<file path="config.mk">
export PLATFORM = sky130hd
export DESIGN_NAME = shift_seq
export DESIGN_NICKNAME = d
export VERILOG_FILES = /design/src/rtl/shift_seq.sv
export SDC_FILE = /design/constraint.sdc
export NUM_CORES = 1
export LEC_CHECK = 0
export ABC_AREA = 0
export CAP_MARGIN = 15
export CORE_AREA = 5 5 59 61
export DETAILED_ROUTE_END_ITERATION = 6
export DIE_AREA = 0 0 64 66
export PLACE_DENSITY = 0.65
export SLEW_MARGIN = 40
export SYNTH_ARGS = -nofsm -noshare
export SYNTH_HDL_FRONTEND = slang
export SYNTH_SLANG_ARGS = --single-unit
</file>
<file path="constraint.sdc">
create_clock -name clk -period 1.6 [get_ports clk]
set_input_delay 0.4 -clock clk [delete_from_list [all_inputs] [get_ports clk]]
set_output_delay 0.4 -clock clk [all_outputs]
set_load 0.05 [all_outputs]
</file>
<file path="src/rtl/shift_seq.sv">
// rtl/shift_seq.sv - bit-serial shift sequencer driving the SH / AC:SH registers of the arithmetic card
// One shift strobe per clock; strobes are decoded from state and captured controls, fill bits from card feedback.
module shift_seq #(
    parameter int CW = 6
) (
    input  logic          clk,
    input  logic          rst_n,
    input  logic          START,
    input  logic [CW-1:0] CNT,
    input  logic [1:0]    TYPE,
    input  logic          DBL,
    input  logic          LINK_IN,
    input  logic          SH15,
    input  logic          SH0,
    input  logic          AC15,
    input  logic          AC0,
    output logic [1:0]    SHS,
    output logic          SHKL,
    output logic          SHX,
    output logic          SHM,
    output logic [2:0]    SL,
    output logic          M,
    output logic [3:0]    S,
    output logic          ACKL,
    output logic          BC15,
    output logic          BC0,
    output logic          BUSY,
    output logic          DONE,
    output logic          LOUT
);

    typedef enum logic [1:0] {
        ST_IDLE  = 2'd0,
        ST_SHIFT = 2'd1,
        ST_DONE  = 2'd2
    } state_t;

    localparam logic [1:0] TY_LOGICAL = 2'd0;
    localparam logic [1:0] TY_ROTATE  = 2'd1;
    localparam logic [1:0] TY_ARITH   = 2'd2;
    localparam logic [1:0] TY_LINK    = 2'd3;

    state_t        state_q, state_d;
    logic [CW-1:0] n_q, n_d;
    logic          dir_q, dir_d;
    logic [1:0]    type_q, type_d;
    logic          dbl_q, dbl_d;
    logic          lout_q, lout_d;

    logic [CW-1:0] cnt_abs;
    logic          shifting;
    logic          dbl_shift;
    logic          fill_left;
    logic          fill_right;
    logic          out_bit;

    // Magnitude stays unsigned in CW bits, so the most negative count maps to 2^(CW-1).
    assign cnt_abs = CNT[CW-1] ? (~CNT + CW'(1)) : CNT;

    always_ff @(posedge clk or negedge rst_n) begin
        if (!rst_n) begin
            state_q <= ST_IDLE;
            n_q     <= '0;
            dir_q   <= 1'b0;
            type_q  <= TY_LOGICAL;
            dbl_q   <= 1'b0;
            lout_q  <= 1'b0;
        end else begin
            state_q <= state_d;
            n_q     <= n_d;
            dir_q   <= dir_d;
            type_q  <= type_d;
            dbl_q   <= dbl_d;
            lout_q  <= lout_d;
        end
    end

    always_comb begin
        state_d = state_q;
        n_d     = n_q;
        dir_d   = dir_q;
        type_d  = type_q;
        dbl_d   = dbl_q;
        lout_d  = lout_q;
        case (state_q)
            ST_IDLE: begin
                if (START) begin
                    dir_d   = CNT[CW-1];
                    n_d     = cnt_abs;
                    type_d  = TYPE;
                    dbl_d   = DBL;
                    state_d = (cnt_abs == '0) ? ST_DONE : ST_SHIFT;
                end
            end
            ST_SHIFT: begin
                n_d    = n_q - CW'(1);
                lout_d = out_bit;
                if (n_q == CW'(1)) begin
                    state_d = ST_DONE;
                end
            end
            ST_DONE: begin
                state_d = ST_IDLE;
            end
            default: begin
                state_d = ST_IDLE;
            end
        endcase
    end

    assign shifting  = (state_q == ST_SHIFT);
    assign dbl_shift = shifting && dbl_q;

    // Fill sources come straight from the card so they track the word being shifted this cycle.
    always_comb begin
        fill_left = 1'b0;
        case (type_q)
            TY_LOGICAL: fill_left = 1'b0;
            TY_ROTATE:  fill_left = dbl_q ? AC15 : SH15;
            TY_ARITH:   fill_left = 1'b0;
            TY_LINK:    fill_left = LINK_IN;
            default:    fill_left = 1'b0;
        endcase
    end

    always_comb begin
        fill_right = 1'b0;
        case (type_q)
            TY_LOGICAL: fill_right = 1'b0;
            TY_ROTATE:  fill_right = SH0;
            TY_ARITH:   fill_right = dbl_q ? AC15 : SH15;
            TY_LINK:    fill_right = LINK_IN;
            default:    fill_right = 1'b0;
        endcase
    end

    assign out_bit = dir_q ? SH0 : (dbl_q ? AC15 : SH15);

    always_comb begin
        SHS  = 2'b00;
        SHKL = 1'b0;
        SHX  = 1'b0;
        SHM  = 1'b0;
        SL   = 3'd0;
        M    = 1'b0;
        S    = 4'h0;
        ACKL = 1'b0;
        BC15 = 1'b0;
        BC0  = 1'b0;
        if (shifting) begin
            SHKL = 1'b1;
            SHS  = dir_q ? 2'b10 : 2'b01;
            if (!dir_q) begin
                SHX  = fill_left;
                BC15 = dbl_q ? SH15 : 1'b0;
            end else begin
                // Double right: the fill enters AC[15] and AC's low bit carries into SH[15].
                SHM = dbl_q ? AC0 : fill_right;
                BC0 = dbl_q ? fill_right : 1'b0;
            end
        end
        if (dbl_shift) begin
            ACKL = 1'b1;
            M    = 1'b1;
            S    = 4'hF;
            SL   = dir_q ? 3'd4 : 3'd5;
        end
    end

    assign BUSY = (state_q != ST_IDLE);
    assign DONE = (state_q == ST_DONE);
    assign LOUT = lout_q;

endmodule

</file>
# == Word-level counts from Yosys, hierarchy flattened ==
# Cells that the tools add are included.
# totals
reg_bits,13
input_bits,17
word_cells,56
# op_classes
n_addsub,2
n_eq_ne,8
n_mux,29
bitwise,1
n_reduce_logical,10
# op_table
operator,count
$mux 1,16
$mux 6,2
$pmux 6 s2,1
$mux 2,5
$add 6x1->6 const B,1
$eq 2x2->1 const B,3
$eq 6x1->1 const B,1
$logic_not 6->1,1
$not 6->6,1
$reduce_and 2->1,3
$sub 6x1->6 const B,1
$eq 2x1->1 const B,2
$logic_not 2->1,2
$mux 4,1
$pmux 1 s4,1
$pmux 2 s2,1
$reduce_bool 2->1,2
$mux 3,1
$pmux 1 s3,1
$ne 2x1->1 const B,1
$ne 2x2->1 const B,1
$reduce_or 2->1,1
$logic_and 1x1->1,1

# == Depth between registers and ports, before layout ==
# Gate-level depths: netlist (run 1).
# logic_depth
depth_word,7
depth_mapped,7
depth_no_buf,7

# == Worst setup path after synthesis (run 1) ==
# Ideal clock, no wire load.
# synth_timing
path_kind,reg2out
start,register state_q[1]
end,output port SHX
arrival_time_ns,2.209
slack_ns,-1.009
stages_incl_launch_ff,6
n_path_buf,1
path_cell_list,dfrtp_1 nand2b_1 buf_6 nor2_1 nand2_1 nor2_1
# synth_via
elab_chain_cells,2
# synth_rtl
element,line_no,rtl
"start, declared",43,"state_t state_q, state_d;"
"start signal, assigned",69,state_q <= state_d;
$eq 2x1->1,111,assign shifting = (state_q == ST_SHIFT);
$mux 1,150,if (shifting) begin
"end, declared",19,"output logic SHX,"
# No other way between the ends.

# == Worst setup path after layout (run 1) ==
# layout_timing
start,register dbl_q
end,output port SHM
# layout_via
elab_chain_cells,5
# layout_rtl
element,line_no,rtl
"start, declared",47,"logic dbl_q, dbl_d;"
"start signal, assigned",73,dbl_q <= dbl_d;
$mux 1,131,TY_ARITH: fill_right = dbl_q ? AC15 : SH15;
$pmux 1 s4,128,case (type_q)
$mux 1 *,158,SHM = dbl_q ? AC0 : fill_right;
$mux 1 *,153,if (!dir_q) begin
$mux 1 *,150,
"end, declared",20,"output logic SHM,"
# Mark *: on every way between the ends. The rest lies on a longest branch, timed or not.

==> qor.yml, run 1 <==
run_status: "complete, but fails checks"
failed_checks: "negative setup slack"
cts_root_buf: "clkbuf_4"
fin_tns_setup_ps: -2620
synth.net_count: 130
dp_cells: 190
final.min_clock_period_ps: 2020
die_w_microns: 64
drt_first_iter_violations: 23
grt_pass1_wl_mm: 4.28
area.growth.synth_to_final_pct: 90.9
synth-main-ff-cell: "dfrtp_1"
layoutNonFillerInstCount: 202
final_design_area_excluding_fillers_sq_um: 1810
path_buf_inv: 1
cts_max_path_buffers: 2
flip_flop_and_latch_count_after_synthesis: 13
cts-htree-levels: 1
synthTopCellsByCount: "nand2_1 (22), dfrtp_1 (13), nor2_1 (10), buf_4 (7), inv_1 (6)"
grt_use_total: 0.127
synthesis.instances: 110
number_of_violations_of_the_max_capacitance_limit: 0
maximum_number_of_pins_on_one_net_before_global_route_repair: 14
worst-endpoint-arrival_ps: 1620
setup_viol: 14
synth.most_common_cell: "nand2_1"
cts_hold_buffers: 0
antenna_found_initial: 0
critical_path_class: "reg2out"
die_height_microns: 66
place_congestion: 0.807
grt_pass1_vias: 1044
worstPathCellList: "mux2_4, o211ai_2, o21ai_2, o211a_4, buf_8"
post_synth.cell_area_avg_sq_um: 8.63
clock_buffers_created_by_tritoncts: 3
worstHoldPathType: "in2async"
place.detailed.hpwl_mm: 2.07
synthesis.yosys.warnings: 0
antenna_cells: 0
tritoncts_num_sinks: 13
critPathLaunchType: "flip-flop"
fmaxAchievable_ghz: 0.495
cp_top_family: "compound AO/OA/AOI/OAI gates"
seq_area_frac_synth: 0.343
comb_power_share: 0.758
drt_wl_total_mm: 2.67
fraction_of_layout_instances_using_a_drive_strength_above_1: 0.467
setup.worst_path.start: "dbl_q"
final.fill_count: 243
yosys-top-cells-area: "dfrtp_1 (34%), nand2_1 (8.7%), buf_4 (5.5%)"
clock_tree_from_tritoncts: "done"
worst_vdd_rail_ir_drop_v: 0.00174
unrepaired_setup_endpoints_after_global_routing: "true"
timing_hold_violations_final: 0
synthDominantAreaCellType: "dfrtp_1"
power_frac_clock: 0.059
route.vias.total: 1007
switching_share: 0.472
power_total_uw: 3530
number_of_ports_placed_on_the_die_boundary: 36
powerDensity_nw_per_um2: 1950
worst_path_largest_cell_delay_ps: 410
post-route-period-util: 1.26
row_count: 20
critical_path_required_ps: 1200
dieArea_sq_um: 4220
post_synthesis_cell_type_count: 38
power.share.sequential: 0.182
drt_pre_antenna_iters: 4
port_buffers: 34
p_int_uw: 1870
power_switching_uw: 1670
p_leak_uw: 0.000822
final_max_slew_viol_count: 0
netlist_area_sq_um: 950
drc: 0
clock_latency_ps: 280
synth-async-reset-ratio: 1.00
clock_skew_ps: 1.93
detail_route.vias_per_cell: 4.99
yosys.area.top_type_share: 0.343
crit_slowest_cell: "dfrtp_1"
total_congestion_overflow: 0
synth_enable_flop_cells: 0
worst-path-max-fanout: 2
pre_cts_slack_ps: -563
setup_slack_ps: -420
num-nets-final: 190
clock_pin_slew_on_the_worst_setup_and_hold_paths_ps: 80
timing.critical_path.to_type: "primary output"
core_area_sq_um: 2930
drtAntennaViolNets: 0
placement.cell_area_sq_um: 1630
initial_core_util: 0.324
routedWlPerCell_microns: 13.2
crit-reg2reg-launch: "state_q[0]"
==> metrics by stage <==
step,hold slack [ps],util
2_1_floorplan,104,-
3_3_place_gp,498,0.556
3_5_place_dp,517,0.556
4_1_cts,431,0.586
5_1_grt,451,0.619
6_report,429,0.619
==> sequential cells by signal (all words and copies together), names as in the netlist <==
signal,cells
LOUT,1
type_q,2
dir_q,1
dbl_q,1
n_q,6
state_q,2
==> layout by cell type (no fill, tap or decap), types with 3 or more instances in the layout <==
cell / instances
buf_8: 3
nor2_4: 4
clkbuf_4: 3
inv_1: 5
dfrtp_1: 13
dlygate4sd2_1: 6
nor2_1: 6
buf_4: 26
buf_12: 16
o22ai_1: 4
and2_4: 3
nand2_1: 21
clkdlybuf4s50_1: 9
a21oi_1: 5
==> worst paths after layout <==
check	endpoint	slack, ps	depth (start not counted)
worst max register to register	n_q[4]	160	8
min in group clk	n_q[1]	530	2
worst min-delay path	state_q[0]	430	2
worst max-delay path	SHM	-420	5
worst min register to register	n_q[1]	530	2
max in group asynchronous	n_q[0]	1010	2
==> kinds of logic after synthesis <==
logic type | count (synthesis) | synth area share
buffers and inverters | 15 | 0.100
and+or+nand+nor | 49 | 0.262
xor gates and xnor gates | 3 | 0.0277
adders and majority gates | 3 | 0.0395
AOI/OAI and AO/OA | 22 | 0.180
DFF | 13 | 0.343
muxes | 4 | 0.0435
other | 1 | 0.00395
==> final cells by class <==
cell class	count	area [sq um]	share of cell area
Timing Repair Buffer	63	738	0.407
Multi-Input combinational cell	82	648	0.357
Sequential cell	13	325	0.179
Tap cell	33	41.3	0.0228
Inverter	7	33.8	0.0186
Clock buffer	4	26.3	0.0145
==> power by group through the flow <==
stage	Clock (uW)	Combinational, uW	Sequential [uW]
final	210	2680	644
after global routing	227	2820	669
after CTS	212	2590	637
after detailed placement	0	2470	640
after global placement	0	2440	634
after floorplan	0	1570	666
==> routing by layer <==
layer,part of all wire,track usage
met5,0,0
met2,0.56,0.247
met1,0.37,0.132
met4,0.014,0.0623
met3,0.059,0.0136
==> timing repair <==
item,4_1_cts,5_1_grt
buffers inserted,5,5
resized for setup,18,15
endpoints found under the setup margin,19,19
endpoints found under the hold margin,0,0
pin swaps,7,5
Power figures use the tool's default switching activity.
==> inputs of run 2 (changes only) <==
Settings changed: PLACE_DENSITY 0.65 to 0.62.
Clock period 1.6 ns to 2.29 ns, I/O delays scaled along.
==> run 2 against run 1 <==
  * The run now ends clean
  * Critical path depth up 1
  * Total power down 38%
  * Wire length down 13%
  * First-iteration DRC count up 17%
  * Die area unchanged
  * Worst setup slack better by 500 ps
  * Sequential share of layout area up 3.7 points
  * Largest cell class is now multi-input gates
  * Highest routed layer is now met3
==> qor.yml, run 2 (synthesized netlist as in run 1, its figures left out) <==
p_leak_uw: 0.000671  # -18%
routedWlPerCell_microns: 12.9  # -2.1%
worstReg2RegEnd: "n_q[5]"
fin_tns_setup_ps: 0  # +2620 ps
cts_root_buf: "clkbuf_4"
setup_viol: 0  # -14
worstHoldPathType: "reg2reg"
worstPathCellList: "clkdlybuf4s15_1, mux2_4, o211ai_2, o21ai_2, o211a_2, buf_8"
worst-r2r-cell-count: 4  # -4
timing.critical_path.to_type: "primary output"
unrepaired_setup_endpoints_after_global_routing: "false"
tritoncts_num_sinks: 13  # unchanged
worst_hold_launch: "LOUT"
top_regs: "n_q (6), state_q (2), type_q (2)"
met1_length_microns: 907  # -7.7%
drt_first_iter_violations: 27  # +17%
final_max_slew_viol_count: 0  # unchanged
topRoutingLayerUsed: "met3"
fmaxAchievable_ghz: 0.452
post-route-period-util: 0.967
crit_slowest_cell: "mux2_4"
die_w_microns: 64  # unchanged
reg2reg_slack_ps: 910  # +750 ps
cts_max_path_buffers: 2  # unchanged
place.detailed.hpwl_mm: 2.01  # -2.8%
p_int_uw: 1130  # -40%
worst-endpoint-arrival_ps: 1640  # +20 ps
cts_post_setup_buffers_inserted: 0  # -5
initial_core_util: 0.324  # unchanged
die_height_microns: 66  # unchanged
met2WireLength_mm: 1.21  # -19%
cts-htree-levels: 1  # unchanged
power_total_uw: 2200  # -38%
worst_hold_path.endpoint: "LOUT"
clock_latency_ps: 270  # about the same
leading_cell_type_in_the_layout_fill_and_taps_excluded: "nand2_1"
number_of_violations_of_the_max_capacitance_limit: 0  # unchanged
clock_tree_from_tritoncts: "done"
run_status: "completed"
core_area_sq_um: 2930  # unchanged
detail_route.vias_per_cell: 4.98  # -0.15%
power_switching_uw: 1070  # -36%
worst_path_largest_cell_delay_ps: 270  # -140 ps
antenna_cells: 0  # unchanged
hold-worst-slack_ps: 484  # +55.0 ps
drt_pre_antenna_iters: 5  # +1
power_frac_clock: 0.063  # +0.004
critical_path_class: "in2out"
critPathLaunchType: "input pin"
comb_power_share: 0.734  # -0.024
layoutNonFillerInstCount: 180  # -11%
dr_wl_met3_microns: 206  # +30%
clock_buffers_created_by_tritoncts: 3  # unchanged
antenna_found_initial: 0  # unchanged
powerDensity_nw_per_um2: 1460  # -25%
drc: 0  # unchanged
clock_skew_ps: 6.89  # +4.97 ps
worst_hold_depth: 2
timing_worst_slew_pin_value_ps: 577
place_congestion: 0.761  # -5.7%
final.min_clock_period_ps: 2210
slew_headroom: 0.614
worst-path-max-fanout: 2  # unchanged
dp_cells: 176  # -7.4%
switching_share: 0.488  # +0.0158
port_buffers: 34  # unchanged
total_congestion_overflow: 0  # unchanged
num-nets-final: 168  # -12%
critical_path_required_ps: 1720  # +520 ps
dieArea_sq_um: 4220  # unchanged
timing_hold_violations_final: 0  # unchanged
number_of_ports_placed_on_the_die_boundary: 36  # unchanged
fraction_of_layout_instances_using_a_drive_strength_above_1: 0.306  # -0.161
grt_pass1_wl_mm: 4.01  # -6.3%
area.growth.synth_to_final_pct: 58.1
worst_vdd_rail_ir_drop_v: 0.00104  # -40%
regMostFlops: "n_q"
mostFrequentLayoutCells: "nand2_1 (22), clkdlybuf4s50_1 (14), dfrtp_1 (13), buf_12 (13), buf_4 (9)"
row_count: 20  # unchanged
power.share.sequential: 0.203  # +0.021
route.vias.total: 896  # -11%
drt_wl_total_mm: 2.32  # -13%
grt_use_total: 0.116  # -0.0106
largest_register_ffs: 6  # unchanged
clock_pin_slew_on_the_worst_setup_and_hold_paths_ps: 70  # about the same
crit-reg2reg-launch: "n_q[2]"
drtAntennaViolNets: 0  # unchanged
grt_pass1_vias: 957  # -8.3%
maximum_number_of_pins_on_one_net_before_global_route_repair: 14  # unchanged
-- run 2: critical path, delay by kind of cell --
family / cells / cell delay (ps)
compound gates: 3 / 480
buf+inv: 2 / 320
mux: 1 / 270
-- run 2: repair_timing --
| action | in CTS | in global routing |
|---|---|---|
| hold buffers | 0 | 0 |
| pin swaps | 2 | 2 |
| endpoints found under the setup margin | 3 | 9 |
| resized for setup | 13 | 2 |
-- run 2: area by class of cell --
type,instances,area (sq um)
fillers,281,1430
multi-input cells,82,559
repair buffers,41,518
flip-flops and latches,13,325
well taps,33,41.3
inverters,7,31.3
clock buffers,4,26.3
-- run 2: how the worst max path moves through the flow --
stage	from	endpoint	depth (start not counted)
6_report	AC15	SHM	6
5_1_grt	AC15	SHM	6
4_1_cts	AC15	SHM	6
3_5_place_dp	SH15	SHM	6
3_3_place_gp	SH15	SHM	6
2_1_floorplan	state_q[1]	SHX	5
-- run 2: power by group through the flow --
stage / registers [uW] / clock network [uW] / logic, uW
CTS: 444 / 146 / 1620
finish: 445 / 139 / 1610
floorplan: 455 / 0 / 946
global route: 464 / 151 / 1710
global placement: 436 / 0 / 1580
detailed placement: 441 / 0 / 1600
-- run 2: layer usage --
| metal | up-vias | GRT usage |
|---|---|---|
| met5 | - | 0 |
| met4 | 0 | 0.0390 |
| met3 | 0 | 0.0255 |
| met2 | 48 | 0.221 |
| met1 | 406 | 0.125 |
| li1 | 442 | - |
-- run 2: through the flow --
stage	utilization	instance area, sq um	setup slack [ps]
floorplan	-	957	-18.5
global placement	0.494	1450	-186
detailed placement	0.494	1450	-237
CTS	0.510	1490	21.1
global route	0.513	1500	15.7
finish	0.513	1500	76.6
==> inputs of run 3 (changes only) <==
Settings changed: GPL_TIMING_DRIVEN set to 0.
==> run 3 against run 2 <==
  * The run now ends with negative setup slack left
  * Final area down 8.8%
  * Total power down 13%
  * Utilization down 4.5 points
  * Wire length up 0.90%
  * Critical path type unchanged
==> qor.yml, run 3 (synthesized netlist as in run 1, its figures left out) <==
run_status: "complete, but fails checks"
failed_checks: "negative setup slack"
clock_latency_ps: 280  # about the same
largest_register_ffs: 6  # unchanged
powerDensity_nw_per_um2: 1390  # -5.1%
top_regs: "n_q (6), state_q (2), type_q (2)"
route.vias.total: 889  # -0.78%
detail_route.vias_per_cell: 4.86  # -2.4%
fmaxAchievable_ghz: 0.431  # -4.7%
layoutNonFillerInstCount: 183  # +1.7%
total_congestion_overflow: 0  # unchanged
critPathLaunchType: "input pin"
unrepaired_setup_endpoints_after_global_routing: "true"
routedWlPerCell_microns: 12.8  # -0.75%
mostFrequentLayoutCells: "nand2_1 (22), clkdlybuf4s50_1 (16), buf_4 (15), dfrtp_1 (12), nor2_1 (8)"
clock_pin_slew_on_the_worst_setup_and_hold_paths_ps: 70  # about the same
worstPathCellList: "clkdlybuf4s50_1, nand2b_1, o211ai_2, o21ai_2, o211a_2, buf_8"
port_buffers: 34  # unchanged
drtAntennaViolNets: 0  # unchanged
worstHoldPathType: "reg2reg"
grt_use_total: 0.122  # +0.00527
regMostFlops: "n_q"
critical_path_class: "in2out"
slew_headroom: 0.601  # -0.0137
post-route-period-util: 1.01  # +0.0475
number_of_violations_of_the_max_capacitance_limit: 0  # unchanged
setup_viol: 1  # +1
critical_path_required_ps: 1720  # about the same
clock_tree_from_tritoncts: "done"
tritoncts_num_sinks: 13  # unchanged
grt_pass1_vias: 896  # -6.4%
drc: 0  # unchanged
dp_cells: 177  # +0.57%
die_height_microns: 66  # unchanged
initial_core_util: 0.324  # unchanged
worst-endpoint-arrival_ps: 1750  # +110 ps
final.fill_count: 300  # +6.8%
cts_root_buf: "clkbuf_4"
fraction_of_layout_instances_using_a_drive_strength_above_1: 0.293  # -0.0128
regArea_sq_um: 327  # +0.38%
num-nets-final: 171  # +1.8%
clock_skew_ps: 7.91  # +1.02 ps
drt_pre_antenna_iters: 4  # -1
cts_max_path_buffers: 2  # unchanged
place.detailed.hpwl_mm: 1.87  # -6.9%
place_congestion: 0.735  # -3.4%
antenna_found_initial: 0  # unchanged
drt_first_iter_violations: 26  # -3.7%
worst_hold_launch: "LOUT"
worst-path-max-fanout: 2  # unchanged
die_w_microns: 64  # unchanged
area_of_the_multi_input_gates_sq_um: 546  # -2.5%
dieArea_sq_um: 4220  # unchanged
crit_slowest_cell: "clkdlybuf4s50_1"
timing_worst_slew_pin_value_ps: 597  # +20.5 ps
antenna_cells: 0  # unchanged
final_max_slew_viol_count: 0  # unchanged
final.min_clock_period_ps: 2320  # +109 ps
clock_buffers_created_by_tritoncts: 3  # unchanged
setup.worst_path.start: "LINK_IN"
drt_wl_total_mm: 2.35  # +0.90%
leading_cell_type_in_the_layout_fill_and_taps_excluded: "nand2_1"
setup_slack_ps: -32.1  # -109 ps
cts-htree-levels: 1  # unchanged
p_leak_uw: 0.000660  # -1.7%
area.growth.synth_to_final_pct: 44.3
maximum_number_of_pins_on_one_net_before_global_route_repair: 14  # unchanged
number_of_ports_placed_on_the_die_boundary: 36  # unchanged
row_count: 20  # unchanged
worst_vdd_rail_ir_drop_v: 0.000857  # -17%
timing_hold_violations_final: 0  # unchanged
grt_pass1_wl_mm: 4.05  # +1.0%
power_total_uw: 1900  # -13%
worst_path_largest_cell_delay_ps: 430  # +160 ps
crit-reg2reg-launch: "state_q[1]"
core_area_sq_um: 2930  # unchanged
timing.critical_path.to_type: "primary output"
[run 3: changes by cell type in the layout (fill, tap and decap cells not counted), moves of 2 or more]
| cell | previous run | this run |
|---|---|---|
| dlymetal6s2s_1 | 0 | 3 |
| clkdlybuf4s15_2 | 0 | 2 |
| nand2b_1 | 2 | 4 |
| clkdlybuf4s50_1 | 14 | 16 |
| buf_12 | 13 | 0 |
| nand2b_4 | 2 | 0 |
| buf_4 | 9 | 15 |
| buf_2 | 1 | 3 |
[run 3: through the flow]
stage	hold slack (ps)	cell area, sq um	util	setup WS, ps	setup TNS [ps]
after floorplan	277	957	-	-18.5	-18.5
after global placement	467	1340	0.457	-734	-4190
after detailed placement	485	1340	0.457	-740	-4480
after CTS	503	1350	0.462	-200	-359
after global routing	559	1370	0.468	-86.2	-136
final	493	1370	0.468	-32.1	-32.1
[run 3: cell type report]
type	instances	share of cell area
multi-input combinational	82	0.398
clock buffer	4	0.0192
buffer	8	0.0466
timing repair buffer	36	0.245
tap	33	0.0301
inverter	7	0.0228
sequential	13	0.238
[run 3: power breakdown]
group	switching, uW	leakage (uW)	internal (uW)
combinational	829	0.000493	490
sequential	109	0.000152	335
clock	73.6	0.0000150	67.6
total	1010	0.000660	892
[run 3: timing repair]
item,4_1_cts,5_1_grt
endpoints found under the setup margin,15,16
resized for setup,74,9
hold buffers,0,0
pin swaps,0,2
setup buffers,0,2
[run 3: metal layers]
metal  vias up  wire length, microns  GRT usage
met5         -                     0          0
met4         0                    22     0.0468
met3         4                   201     0.0408
met2        36                  1130      0.211
met1       396                   995      0.136
li1        453                     -          -
[run 3: final timing paths]
kind / end / depth (start not counted) / slack, ps
setup reg to reg: n_q[2] / 5 / 760
hold / removal: LOUT / 2 / 490
max in group asynchronous: dbl_q / 1 / 1200
setup / recovery: SHM / 6 / -30
min in group asynchronous: n_q[5] / 1 / 660
hold reg to reg: LOUT / 2 / 490
[run 3: worst max-delay path, delay by kind of cell]
kind                   cells  cell delay (ps)
buffers and inverters      2              580
AOI/OAI and AO/OA          3              440
and+or+nand+nor            1              160
